--- src/rtl/output_pool_stage.sv ---
// Streaming 2x2/stride-2 signed max-pool (or bypass) between the conv result
// stream and the output SRAM writer, with a single-entry output register.
module output_pool_stage #(
  parameter int unsigned DATA_W = 32,
  parameter int unsigned MAX_W  = 64
) (
  input  logic              clk,
  input  logic              rst,
  input  logic              start,
  input  logic [6:0]        map_w,
  input  logic [6:0]        map_h,
  input  logic              pool_en,
  input  logic              in_valid,
  input  logic [DATA_W-1:0] in_data,
  output logic              in_ready,
  output logic              out_valid,
  output logic [DATA_W-1:0] out_data,
  input  logic              out_ready,
  output logic              busy,
  output logic              done
);

  localparam int unsigned DIM_W = 7;
  localparam int unsigned COL_W = $clog2(MAX_W);
  localparam int unsigned ROW_W = 6;
  localparam int unsigned LB_D  = MAX_W / 2;
  localparam int unsigned K_W   = COL_W - 1;

  typedef enum logic [1:0] {S_IDLE, S_RUN, S_DRAIN} state_t;

  state_t state, state_next;

  logic [DIM_W-1:0]         map_w_q, map_h_q;
  logic                     pool_en_q;
  logic [COL_W-1:0]         col;
  logic [ROW_W-1:0]         row;
  logic signed [DATA_W-1:0] hold;
  logic signed [DATA_W-1:0] line_buf [LB_D];

  logic                     accept, last_col, last_row, load;
  logic [K_W-1:0]           k;
  logic signed [DATA_W-1:0] din_s, pair_max, quad_max, lb_rd, load_val;

  assign accept   = in_valid && in_ready;
  assign last_col = (DIM_W'(col) == map_w_q - DIM_W'(1));
  assign last_row = (DIM_W'(row) == map_h_q - DIM_W'(1));
  assign k        = col[COL_W-1:1];
  assign din_s    = $signed(in_data);
  assign lb_rd    = line_buf[k];
  assign pair_max = (din_s > hold) ? din_s : hold;
  assign quad_max = (pair_max > lb_rd) ? pair_max : lb_rd;
  // Pool mode completes a window on the odd-column pixel of an odd row.
  assign load     = accept && (!pool_en_q || (col[0] && row[0]));
  assign load_val = pool_en_q ? quad_max : din_s;

  always_ff @(posedge clk or negedge rst) begin
    if (!rst) state <= S_IDLE;
    else      state <= state_next;
  end

  always_comb begin
    state_next = state;
    in_ready   = 1'b0;
    done       = 1'b0;
    case (state)
      S_IDLE: begin
        if (start) state_next = S_RUN;
      end
      S_RUN: begin
        in_ready = !(out_valid && !out_ready);
        if (in_valid && in_ready && last_col && last_row) state_next = S_DRAIN;
      end
      S_DRAIN: begin
        if (!out_valid || out_ready) begin
          done       = 1'b1;
          state_next = S_IDLE;
        end
      end
      default: state_next = S_IDLE;
    endcase
  end

  // Config, counters, hold register and output register.
  always_ff @(posedge clk or negedge rst) begin
    if (!rst) begin
      busy      <= 1'b0;
      map_w_q   <= '0;
      map_h_q   <= '0;
      pool_en_q <= 1'b0;
      col       <= '0;
      row       <= '0;
      hold      <= '0;
      out_valid <= 1'b0;
      out_data  <= '0;
    end else begin
      busy <= (state_next != S_IDLE);
      if (state == S_IDLE && start) begin
        map_w_q   <= map_w;
        map_h_q   <= map_h;
        pool_en_q <= pool_en;
        col       <= '0;
        row       <= '0;
      end
      if (accept) begin
        if (last_col) begin
          col <= '0;
          row <= row + ROW_W'(1);
        end else begin
          col <= col + COL_W'(1);
        end
        if (pool_en_q && !col[0]) hold <= din_s;
      end
      if (load) begin
        out_valid <= 1'b1;
        out_data  <= load_val;
      end else if (out_ready) begin
        out_valid <= 1'b0;
      end
    end
  end

  // Line buffer holds the even-row pair maxima; always written before read.
  always_ff @(posedge clk) begin
    if (accept && pool_en_q && col[0] && !row[0]) line_buf[k] <= pair_max;
  end

endmodule

--- config.mk ---
export PLATFORM = sky130hd
export DESIGN_NAME = output_pool_stage
export DESIGN_NICKNAME = d
export VERILOG_FILES = /design/src/rtl/output_pool_stage.sv
export SDC_FILE = /design/constraint.sdc
export NUM_CORES = 1
export LEC_CHECK = 0
export CAP_MARGIN = 30
export CELL_PAD_IN_SITES_DETAIL_PLACEMENT = 2
export CELL_PAD_IN_SITES_GLOBAL_PLACEMENT = 2
export CORE_MARGIN = 5
export CORE_UTILIZATION = 30
export DETAILED_ROUTE_END_ITERATION = 16
export PLACE_DENSITY = 0.59
export SLEW_MARGIN = 20
export SYNTH_ARGS = -nofsm -noshare
export SYNTH_HDL_FRONTEND = slang
export SYNTH_SLANG_ARGS = --single-unit
--- constraint.sdc ---
create_clock -name clk -period 11.4 [get_ports clk]
set_clock_uncertainty 0.1 [all_clocks]
set_input_delay 1.14 -clock clk [delete_from_list [all_inputs] [get_ports clk]]
set_output_delay 1.14 -clock clk [all_outputs]
set_load 0.05 [all_outputs]
==> run summary <==
The run finished with clean final reports. The number of top-level pins was 88. The critical path is of the primary input to register type. The root buffer selected by CTS was clkbuf_16. The tools report the detailed router's first-iteration violation count as 2,389.

Final estimated routing congestion in global placement: 0.771. No sink is reached through more buffers than the 3 on the longest clock path. Once detail routing completed, the nets flagged for antenna violations numbered 0. The total overflow left after global routing is 0. The number of I/O port buffers is 87. The number of setup buffers added after CTS is 0. The synthesized design contains 1,024 enable-type register cells. Post-route total power: 14.5 mW.

The share of total power dissipated in the clock network is 25.7%. The floorplan has 144 rows. During synthesis, Yosys emitted a total of 0 warnings. Number of max-slew violations in the final report: 0. For this run, the leading register cell type out of synthesis is edfxtp_1. In this run, post-CTS repair resized a total of 0 instances. Sequential cells were found to cover 71.8% of the synthesized design area. Counting every sink on the clock net gives 1,119. Net switching is 36.3% of the power. The horizontal die dimension was 402 µm; the total die area was 162,000 µm². The total CTS buffers came out at 116.

Setup repair after global routing left no endpoint under its margin. The clock transition at the registers of the reported paths was 60 ps; the floorplan die height was 402 µm. For the peak supply drop, the log shows 0.199 mV. For the fraction of power consumed by sequential logic, the log shows 38.0%. Summed over all layers, the routed wires come to 149,000 µm. TritonCTS built the clock tree. Setup violations remaining at the end of the flow were counted as 0. The post-synth design cell area is 46,100 µm². The routed wirelength normalized by instance count was 31.6 µm; the time the worst path needs with I/O delays and setup was 7360 ps. Final hold analysis gives a worst-case slack of 311 ps. The run gives 136 MHz as the maximum achievable frequency. For the internal power summed over all cells, the log shows 9.22 mW. For the worst setup path, the data arrival time is 7920 ps. The final cell area excluding filler cells is 53,900 µm², and the H-tree depth is 3.

The post-synthesis cell type count is 61, and the total number of vias is 25,100. For the worst setup path, the data required time is 11,970 ps. Power spread over the standard cell area amounts to 269 nW/µm². The final-report hold violation count was 0. The static leakage was 17.2 nW. The floorplan step defined a core boundary enclosing 154,000 µm².

The worst setup path is launched from a primary input. The first-pass GRT wire length came out at 212,000 µm. After detailed placement, the total cell area comes to 50,100 µm². The flip-flop and latch count after synthesis is 1,119.

The area overhead of the layout relative to synthesis came out at 16.7%. For the worst-skew pair, the clock arrives at the later sink with an insertion delay of 740 ps. Entering global routing, the biggest net connects 91 pins. The top fanout value on the critical path was 33; the number of antenna violations at the first check in global routing was 9. In the layout the commonest cells are 1,024 x edfxtp_1, 256 x mux4_2, 125 x a22o_1. The tools report the final net count as 2,671.

Counting flops with an async set or reset pin after synthesis yields a share of 8.49%. For the pin with the worst max-slew slack, the measured transition is 993 ps. The tools report the proportion of power drawn by combinational gates as 36.3%.

The tools report the number of max-capacitance violations reported as 0. Counting every net in the synthesized netlist gives 2,523. After clock tree synthesis, the flow added hold-fix buffers numbering 0. The tools report the remaining max-slew budget at the tightest pin as 33.8%. Using the TritonRoute via totals, the vias-per-cell ratio works out to 5.36.

Via count of the first global-routing pass: 27,700. The total track usage was 18.2%. The type of element capturing the critical path was a register. The post-route netlist has 24.9% of its cells at a drive strength greater than 1. In the routed design, unresolved DRC markers number 0. Cells fill 35.1% of the core in the end. The net switching power figure was 5.25 mW; the post-route setup TNS was 0 ps. Averaged over all synthesized cells, the footprint is 19.2 µm². Dividing the final minimum period by the clock period gives 64.5%. The tightest min-delay check is of the primary input to asynchronous set/reset pin type. The synthesized instance count is 2,403. The most common cell after layout, fill and taps aside is edfxtp_1.

The tools report the initial standard-cell utilization of the core as 30.1%. The first detailed-routing pass ran for 5 iterations. Detailed placement ended at an HPWL of 83,300 µm.
-- logic make-up (layout without fill, tap and decap cells) --
group	Yosys count	count (layout)	share of synthesized area, %
flops	1119	1119	71.8
compound gates	372	372	6.12
simple gates	344	344	4.73
mux	291	291	13.3
buf+inv	191	439	1.84
fa+ha+maj	68	68	1.84
xor+xnor	18	18	0.342
other cells	0	1	0
-- through the flow --
step	cells	setup WS, ps
after detailed placement	4473	3210
after global placement	4463	3390
final	4696	4040
after CTS	4691	4030
after global routing	4695	3640
after floorplan	2403	5150
-- worst max-delay path: stages --
cell,delay [ps]
clkdlybuf4s50_1,510
ha_1,410
nand4_1,220
nor4_1,830
a211oi_1,330
nor2_4,460
buf_4,510
o21ai_2,100
buf_4,270
ha_1,360
nand4_1,350
nor3_1,640
a32oi_1,210
o21ai_1,210
nand3_2,710
o21ai_1,440
o32a_1,210
-- worst paths after layout --
check / startpoint / endpoint / slack (ps) / cells past startpoint
min: rst / map_h_q[6] / 310 / 1
min reg2reg: out_data[17] / out_data[17] / 400 / 1
max in group asynchronous: rst / hold[21] / 9600 / 2
max reg2reg: hold[31] / out_data[19] / 4560 / 17
min in group clk: out_data[17] / out_data[17] / 400 / 1
max: in_data[31] / out_data[19] / 4040 / 17
-- power groups by stage --
| stage | clock network [mW] | registers (mW) | logic [mW] |
|---|---|---|---|
| 6_report | 3.72 | 5.50 | 5.26 |
| 5_1_grt | 4.00 | 5.53 | 5.64 |
| 4_1_cts | 3.82 | 5.51 | 5.31 |
| 3_5_place_dp | 0 | 5.59 | 5.31 |
| 3_3_place_gp | 0 | 5.59 | 5.03 |
| 2_1_floorplan | 0 | 5.66 | 3.20 |
-- synth_stat cells (3+ instances only) --
cell / number / area share (%)
nand2b_1: 5 / 0.068
ha_1: 68 / 1.8
nor2_1: 57 / 0.46
a211oi_1: 32 / 0.52
a31oi_1: 6 / 0.081
mux2i_1: 3 / 0.065
nand3_1: 47 / 0.51
a41o_1: 30 / 0.65
o211ai_1: 3 / 0.049
mux4_2: 256 / 12
buf_2: 20 / 0.22
nor4_4: 30 / 1.4
inv_1: 40 / 0.33
and3b_1: 4 / 0.076
o21ai_0: 28 / 0.30
nor2b_1: 37 / 0.50
clkbuf_1: 100 / 0.81
nand4_1: 17 / 0.23
buf_4: 6 / 0.098
dfrtp_1: 95 / 5.2
edfxtp_1: 1024 / 67
nor3b_1: 7 / 0.11
nand2_1: 105 / 0.85
a21o_1: 4 / 0.065
a21oi_1: 28 / 0.30
o32a_1: 30 / 0.65
and4_1: 3 / 0.057
xnor2_1: 13 / 0.25
buf_1: 14 / 0.11
xor2_1: 5 / 0.095
o21a_1: 3 / 0.049
a22o_1: 125 / 2.4
buf_6: 11 / 0.27
nor3_1: 9 / 0.098
and2_1: 4 / 0.054
mux2_2: 32 / 0.78
o21ai_1: 61 / 0.66
a22oi_1: 4 / 0.065
nand3b_1: 5 / 0.081
-- layout make-up --
class                      instances  area [µm²]
timing repair buffer             181        1690
antenna                            1        2.50
inverter                          40         150
multi-input combinational       1093       12600
clock buffer                     144        3030
tap                             2044        2560
sequential                      1119       33100
clock inverter                    74         649
fill                           15100       99700
-- state kept, by name, indices dropped and copies added (netlist names) --
name	count
row	6
pool_en_q	1
col	6
out_data	32
out_valid	1
map_w_q	7
hold	32
map_h_q	7
state	2
line_buf	1024
busy	1
-- metal layers --
layer  track usage (%)  vias up  wire length (µm)
li1                  -    10300                 -
met1              24.7    13900             63300
met2              30.8      793             73900
met3              2.67      162              8200
met4              4.53        0              3190
met5                 0        -                 0
No activity file was read; power rests on OpenSTA's default activity.
